`src/rtl/regfile_scoreboard_if.sv`:
```
// Decode-stage register file port bundle: writeback, two read ports, issue/flush and
// scoreboard status.
interface regfile_scoreboard_if #(
  parameter int unsigned WIDTH     = 32,
  parameter int unsigned ADDR_BITS = 5
);
  logic                 ctrl_writeEnable;
  logic [ADDR_BITS-1:0] ctrl_writeReg;
  logic [WIDTH-1:0]     data_writeReg;
  logic [ADDR_BITS-1:0] ctrl_readRegA;
  logic [ADDR_BITS-1:0] ctrl_readRegB;
  logic [WIDTH-1:0]     data_readRegA;
  logic [WIDTH-1:0]     data_readRegB;
  logic                 ctrl_issueEnable;
  logic [ADDR_BITS-1:0] ctrl_issueReg;
  logic                 ctrl_flush;
  logic                 busy_A;
  logic                 busy_B;
  logic [ADDR_BITS:0]   pending_count;

  modport master (
    output ctrl_writeEnable, ctrl_writeReg, data_writeReg, ctrl_readRegA, ctrl_readRegB,
           ctrl_issueEnable, ctrl_issueReg, ctrl_flush,
    input  data_readRegA, data_readRegB, busy_A, busy_B, pending_count
  );

  modport slave (
    input  ctrl_writeEnable, ctrl_writeReg, data_writeReg, ctrl_readRegA, ctrl_readRegB,
           ctrl_issueEnable, ctrl_issueReg, ctrl_flush,
    output data_readRegA, data_readRegB, busy_A, busy_B, pending_count
  );
endinterface

```
`src/rtl/regfile_scoreboard.sv`:
```
// Register file with write-through bypass, optional hardwired zero register and a
// per-register pending-write scoreboard with a running popcount.
module regfile_scoreboard #(
  parameter int unsigned WIDTH     = 32,
  parameter int unsigned ADDR_BITS = 5,
  parameter bit          ZERO_REG  = 1'b1
) (
  input  logic               clock,
  input  logic               ctrl_reset,
  regfile_scoreboard_if.slave bus
);

  localparam int unsigned DEPTH = 1 << ADDR_BITS;
  localparam int unsigned CNT_W = ADDR_BITS + 1;

  logic [WIDTH-1:0] mem_q [DEPTH];
  logic [DEPTH-1:0] pending_q, pending_d;
  logic [CNT_W-1:0] count_q, count_d;

  logic wr_valid, issue_valid, bit_set, bit_clr;
  logic bypass_a, bypass_b;

  assign wr_valid    = bus.ctrl_writeEnable && !(ZERO_REG && bus.ctrl_writeReg == '0);
  assign issue_valid = bus.ctrl_issueEnable && !(ZERO_REG && bus.ctrl_issueReg == '0);
  assign bypass_a    = bus.ctrl_writeEnable && (bus.ctrl_writeReg == bus.ctrl_readRegA);
  assign bypass_b    = bus.ctrl_writeEnable && (bus.ctrl_writeReg == bus.ctrl_readRegB);

  // At most one bit can rise (issue) and one fall (writeback) per non-flush cycle.
  assign bit_set = issue_valid && !pending_q[bus.ctrl_issueReg];
  assign bit_clr = wr_valid && pending_q[bus.ctrl_writeReg] &&
                   !(issue_valid && bus.ctrl_issueReg == bus.ctrl_writeReg);

  always_comb begin
    pending_d = bus.ctrl_flush ? '0 : pending_q;
    if (!bus.ctrl_flush && wr_valid) pending_d[bus.ctrl_writeReg] = 1'b0;
    // A same-cycle issue is the newer producer and overrides the writeback clear.
    if (issue_valid) pending_d[bus.ctrl_issueReg] = 1'b1;
    if (ZERO_REG) pending_d[0] = 1'b0;

    if (bus.ctrl_flush) begin
      count_d = issue_valid ? CNT_W'(1) : '0;
    end else begin
      count_d = count_q + CNT_W'(bit_set) - CNT_W'(bit_clr);
    end
  end

  always_ff @(posedge clock or posedge ctrl_reset) begin
    if (ctrl_reset) begin
      for (int i = 0; i < int'(DEPTH); i++) mem_q[i] <= '0;
      pending_q <= '0;
      count_q   <= '0;
    end else begin
      if (wr_valid) mem_q[bus.ctrl_writeReg] <= bus.data_writeReg;
      pending_q <= pending_d;
      count_q   <= count_d;
    end
  end

  always_comb begin
    if (ZERO_REG && bus.ctrl_readRegA == '0) begin
      bus.data_readRegA = '0;
    end else if (bypass_a) begin
      bus.data_readRegA = bus.data_writeReg;
    end else begin
      bus.data_readRegA = mem_q[bus.ctrl_readRegA];
    end

    if (ZERO_REG && bus.ctrl_readRegB == '0) begin
      bus.data_readRegB = '0;
    end else if (bypass_b) begin
      bus.data_readRegB = bus.data_writeReg;
    end else begin
      bus.data_readRegB = mem_q[bus.ctrl_readRegB];
    end
  end

  // A register being written back this cycle is served by the bypass, so it is not busy.
  assign bus.busy_A        = pending_q[bus.ctrl_readRegA] && !bypass_a;
  assign bus.busy_B        = pending_q[bus.ctrl_readRegB] && !bypass_b;
  assign bus.pending_count = count_q;

endmodule

```
`src/flat_wrapper.sv`:
```
// flat-port wrapper written by rule: the top's interface ports become plain ports
module regfile_scoreboard_flat 
#(
  parameter int unsigned WIDTH     = 32,
  parameter int unsigned ADDR_BITS = 5,
  parameter bit          ZERO_REG  = 1'b1
)
  (clock, ctrl_reset, bus_ctrl_writeEnable, bus_ctrl_writeReg, bus_data_writeReg, bus_ctrl_readRegA, bus_ctrl_readRegB, bus_ctrl_issueEnable, bus_ctrl_issueReg, bus_ctrl_flush, bus_data_readRegA, bus_data_readRegB, bus_busy_A, bus_busy_B, bus_pending_count);
  regfile_scoreboard_if #(.WIDTH(WIDTH), .ADDR_BITS(ADDR_BITS)) bus_i ();
  input  logic clock;
  input  logic ctrl_reset;
  input wire logic [$bits(bus_i.ctrl_writeEnable)-1:0] bus_ctrl_writeEnable;
  input wire logic [$bits(bus_i.ctrl_writeReg)-1:0] bus_ctrl_writeReg;
  input wire logic [$bits(bus_i.data_writeReg)-1:0] bus_data_writeReg;
  input wire logic [$bits(bus_i.ctrl_readRegA)-1:0] bus_ctrl_readRegA;
  input wire logic [$bits(bus_i.ctrl_readRegB)-1:0] bus_ctrl_readRegB;
  input wire logic [$bits(bus_i.ctrl_issueEnable)-1:0] bus_ctrl_issueEnable;
  input wire logic [$bits(bus_i.ctrl_issueReg)-1:0] bus_ctrl_issueReg;
  input wire logic [$bits(bus_i.ctrl_flush)-1:0] bus_ctrl_flush;
  output wire logic [$bits(bus_i.data_readRegA)-1:0] bus_data_readRegA;
  output wire logic [$bits(bus_i.data_readRegB)-1:0] bus_data_readRegB;
  output wire logic [$bits(bus_i.busy_A)-1:0] bus_busy_A;
  output wire logic [$bits(bus_i.busy_B)-1:0] bus_busy_B;
  output wire logic [$bits(bus_i.pending_count)-1:0] bus_pending_count;
  assign bus_i.ctrl_writeEnable = bus_ctrl_writeEnable;
  assign bus_i.ctrl_writeReg = bus_ctrl_writeReg;
  assign bus_i.data_writeReg = bus_data_writeReg;
  assign bus_i.ctrl_readRegA = bus_ctrl_readRegA;
  assign bus_i.ctrl_readRegB = bus_ctrl_readRegB;
  assign bus_i.ctrl_issueEnable = bus_ctrl_issueEnable;
  assign bus_i.ctrl_issueReg = bus_ctrl_issueReg;
  assign bus_i.ctrl_flush = bus_ctrl_flush;
  assign bus_data_readRegA = bus_i.data_readRegA;
  assign bus_data_readRegB = bus_i.data_readRegB;
  assign bus_busy_A = bus_i.busy_A;
  assign bus_busy_B = bus_i.busy_B;
  assign bus_pending_count = bus_i.pending_count;
  regfile_scoreboard #(.WIDTH(WIDTH), .ADDR_BITS(ADDR_BITS), .ZERO_REG(ZERO_REG)) u_core (.clock(clock), .ctrl_reset(ctrl_reset), .bus(bus_i));
endmodule
```
`config.mk`:
```
export PLATFORM = sky130hd
export DESIGN_NAME = regfile_scoreboard_flat
export DESIGN_NICKNAME = d
export VERILOG_FILES = /design/src/rtl/regfile_scoreboard_if.sv /design/src/rtl/regfile_scoreboard.sv /design/src/flat_wrapper.sv
export SDC_FILE = /design/constraint.sdc
export NUM_CORES = 2
export LEC_CHECK = 0
export ABC_CLOCK_PERIOD_IN_PS = 70900
export CORE_UTILIZATION = 25
export DETAILED_ROUTE_END_ITERATION = 8
export PLACE_DENSITY = 0.43
export SLEW_MARGIN = 30
export SYNTH_ARGS = -nofsm -noshare
export SYNTH_HDL_FRONTEND = slang
export SYNTH_SLANG_ARGS = --single-unit
```
`constraint.sdc`:
```
create_clock -name clock -period 70.9 [get_ports clock]
set_clock_uncertainty 0.2 [all_clocks]
set_input_delay 14.18 -clock clock [delete_from_list [all_inputs] [get_ports clock]]
set_output_delay 14.18 -clock clock [all_outputs]
set_load 0.05 [all_outputs]
```
==> flow_summary.json <==
{
  "drive_gt1_share_pct": 44.54,
  "cap_violations": 0,
  "setup_viol": 0,
  "cts_buffers": 120,
  "power_switching_uw": 549.8,
  "rows": 176,
  "avgRoutedWirePerCell_um": 33.04,
  "synthesis.area_um2": 58180,
  "clk_path_buf_depth": 3,
  "cellLeakagePower_uw": 0.02805,
  "period_share_pct": 48.59,
  "status": "finished, final reports clean",
  "io_pins": 129,
  "antenna_found_initial": 13,
  "clkLatencyLatePin_ns": 0.78,
  "async_reset_ff_share_pct": 100.0,
  "routed_wl_mm": 237.7,
  "root_buffer": "clkbuf_16",
  "required_ns": 56.52,
  "synth_top_family_by_area": "multiplexers",
  "synth_seq_area_share_pct": 45.63,
  "final_util_pct": 28.91,
  "start_util_pct": 25.23,
  "worst_pin_slew_ns": 1.078,
  "synth-xor-area-share_pct": 0.3011,
  "final_common_cell": "dfrtp_1",
  "cts_sinks": 1061,
  "cts_tree": "yes",
  "grt_max_degree": 164,
  "postRouteAntennaNets": 0,
  "mostFrequentLayoutCells": "dfrtp_1 (1061), mux2_2 (1023), mux4_2 (409)",
  "crit_type": "input pin to output pin",
  "ir_drop_mv": 0.02313,
  "area_delta_synth_final_pct": 14.55,
  "synth_compound_area_share_pct": 6.514,
  "fill_cells": 23160,
  "hold_path.class": "register to register",
  "synthSimpleGateAreaFrac_pct": 2.727,
  "hold_viol": 0,
  "grt_pass1_vias": 40140,
  "avgSynthCellArea_um2": 14.08,
  "grt_overflow": 0,
  "ctsHoldBuffers": 0,
  "synthMuxAreaShare_pct": 40.45,
  "numPortBuffers": 128,
  "worstPathArrival_ns": 20.07,
  "synth_edf_count": 0,
  "synth_cell_types": 73,
  "synth_ff_type": "dfrtp_1",
  "yosys_warnings": 0,
  "viasPerCell": 5.453,
  "ys_ff_latch": 1061,
  "critPathMaxFanout": 51,
  "internal-power_uw": 1307,
  "post_synth_inst_count": 4133,
  "maxSlewHeadroom_pct": 27.72,
  "firstDrtPassIters": 7,
  "power.density_nw_per_um2": 27.86,
  "clock_power_share_pct": 34.7,
  "rsz0062_at_grt": "false",
  "finalNetCount": 4131,
  "fp.dieH_um": 484.4,
  "globalplace.congestion": 0.7760,
  "cts.repair.resized": 0,
  "setup_tns_ns": 0,
  "drc": 0,
  "yosys.area_share.adder_pct": 0.1634,
  "grt_pass1_wl_mm": 335.1,
  "pwr-share-seq_pct": 43.1,
  "clkSlewWorstSetupHoldPaths_ns": 0.06,
  "core_um2": 230600,
  "synth_fp_nets": 4197,
  "critPathLaunchType": "input pin",
  "swShare_pct": 29.62,
  "dieArea_um2": 234700,
  "slew_viol_final": 0,
  "crit_path_end_kind": "output pin",
  "grtUsageTotal_pct": 20.06,
  "vias": 39230,
  "die_w_um": 484.4,
  "dp_hpwl_mm": 137.3,
  "first_iter_violations": 3591,
  "finalPower_uw": 1857,
  "cts_setup_buffers": 0,
  "htree_levels": 3,
  "fmax_mhz": 29.03,
  "pwr-share-comb_pct": 22.2,
  "fin_crit_ns": 34.45
}
==> path summary, 6_finish.rpt <==
check                                startpoint                          end  slack, ns  cells past startpoint
max in group asynchronous            ctrl_reset            u_core.mem_q[826]      53.83                      6
min reg2reg                  u_core.mem_q[1019]           u_core.mem_q[1019]       0.18                      0
min in group asynchronous            ctrl_reset            u_core.mem_q[900]      13.67                      2
max                        bus_ctrl_readRegB[0]        bus_data_readRegB[18]      36.45                     12
min                          u_core.mem_q[1019]           u_core.mem_q[1019]       0.18                      0
max reg2reg                u_core.pending_q[27]  u_core.bus.pending_count[4]      67.19                     14
==> synth_stat cells, types with 5 or more instances <==
cell type | count | area, µm²
a211oi_1 | 8 | 60.06
and2_1 | 5 | 31.28
buf_8 | 6 | 90.09
mux4_2 | 409 | 9211
nand2_1 | 72 | 270.3
clkbuf_1 | 203 | 762.0
nor3_1 | 41 | 205.2
nor3b_2 | 5 | 62.56
nor4_1 | 5 | 31.28
xor2_1 | 13 | 113.9
a22oi_1 | 102 | 765.7
nand3_1 | 18 | 90.09
ha_1 | 6 | 75.07
a221oi_1 | 52 | 455.4
nand3b_1 | 29 | 217.7
xnor2_1 | 7 | 61.31
mux2i_1 | 272 | 2723
a21oi_1 | 80 | 400.4
and3_1 | 8 | 50.05
buf_6 | 26 | 292.8
o211ai_1 | 12 | 90.09
o32ai_1 | 12 | 105.1
mux2_2 | 1023 | 11520
o22ai_1 | 42 | 262.8
a22o_1 | 9 | 78.83
buf_2 | 155 | 775.7
o311ai_0 | 7 | 61.31
nor2b_1 | 19 | 118.9
a2111oi_0 | 10 | 87.58
buf_4 | 34 | 255.2
dfrtp_1 | 1061 | 26550
o21ai_0 | 107 | 535.5
a31oi_1 | 10 | 62.56
nand2b_1 | 12 | 75.07
a221o_1 | 34 | 340.3
o221ai_1 | 11 | 96.34
o22a_1 | 5 | 43.79
inv_1 | 26 | 97.59
nor2_1 | 74 | 277.8
buf_1 | 41 | 153.9
==> registers in the layout, summed over array words and instances (netlist names) <==
register and count:
u_core.mem_q 1024, u_core.pending_q 31, u_core.bus.pending_count 6
==> critical path, cell delays in order <==
cell and delay (ns):
buf_8 0.45, buf_4 0.70, buf_4 0.67, buf_4 0.68, buf_4 0.68, mux2i_1 0.20
a221oi_2 0.33, o21ai_0 0.12, a211oi_1 0.27, nor3_1 0.10, nor3_1 0.58, clkdlybuf4s50_1 0.93
==> area by class of cell <==
cell class | count | area (µm²) | share of cell area, %
clock inverter | 31 | 332.8 | 0.4994
inverter | 27 | 113.9 | 0.1708
multi-input combinational | 2579 | 29550 | 44.34
sequential | 1061 | 26550 | 39.84
timing repair buffer | 278 | 2636 | 3.956
tap | 3026 | 3786 | 5.681
clock buffer | 187 | 3667 | 5.502
antenna | 5 | 12.51 | 0.01877
==> cell families (layout without fill, tap and decap cells) <==
logic type	count (synthesis)	count (layout)
AOI/OAI and AO/OA	536	536
xor gates and xnor gates	20	20
adders and majority gates	7	7
buffers and inverters	493	523
DFF	1061	1061
muxes	1707	1707
other	0	5
and+or+nand+nor	309	309
==> power groups by stage <==
stage | Clock (µW) | Sequential, µW | Combinational [µW]
floorplan | 0 | 786 | 305
global placement | 0 | 805 | 409
detailed placement | 0 | 808 | 415
CTS | 661 | 797 | 416
global route | 683 | 815 | 440
finish | 644 | 801 | 412
==> layer usage <==
metal	global-route usage, %	wire length [µm]	vias to the layer above
met5	0	42	-
met4	6.229	7796	6
met3	3.078	11900	362
met2	32.40	112800	1277
met1	27.44	105100	21710
li1	-	-	15870
==> metrics by stage <==
| step | cells | hold slack (ns) | cell area (µm²) | worst slack [ns] |
|---|---|---|---|---|
| after detailed placement | 6969 | 0.1645 | 62570 | 36.21 |
| after global routing | 7189 | 0.1966 | 66640 | 36.03 |
| after global placement | 6963 | 0.1618 | 62340 | 36.08 |
| after floorplan | 4133 | 0.2246 | 58180 | 26.65 |
| final | 7194 | 0.1776 | 66650 | 36.45 |
| after CTS | 7187 | 0.1769 | 66570 | 36.20 |
No activity file was read; power rests on OpenSTA's default activity.
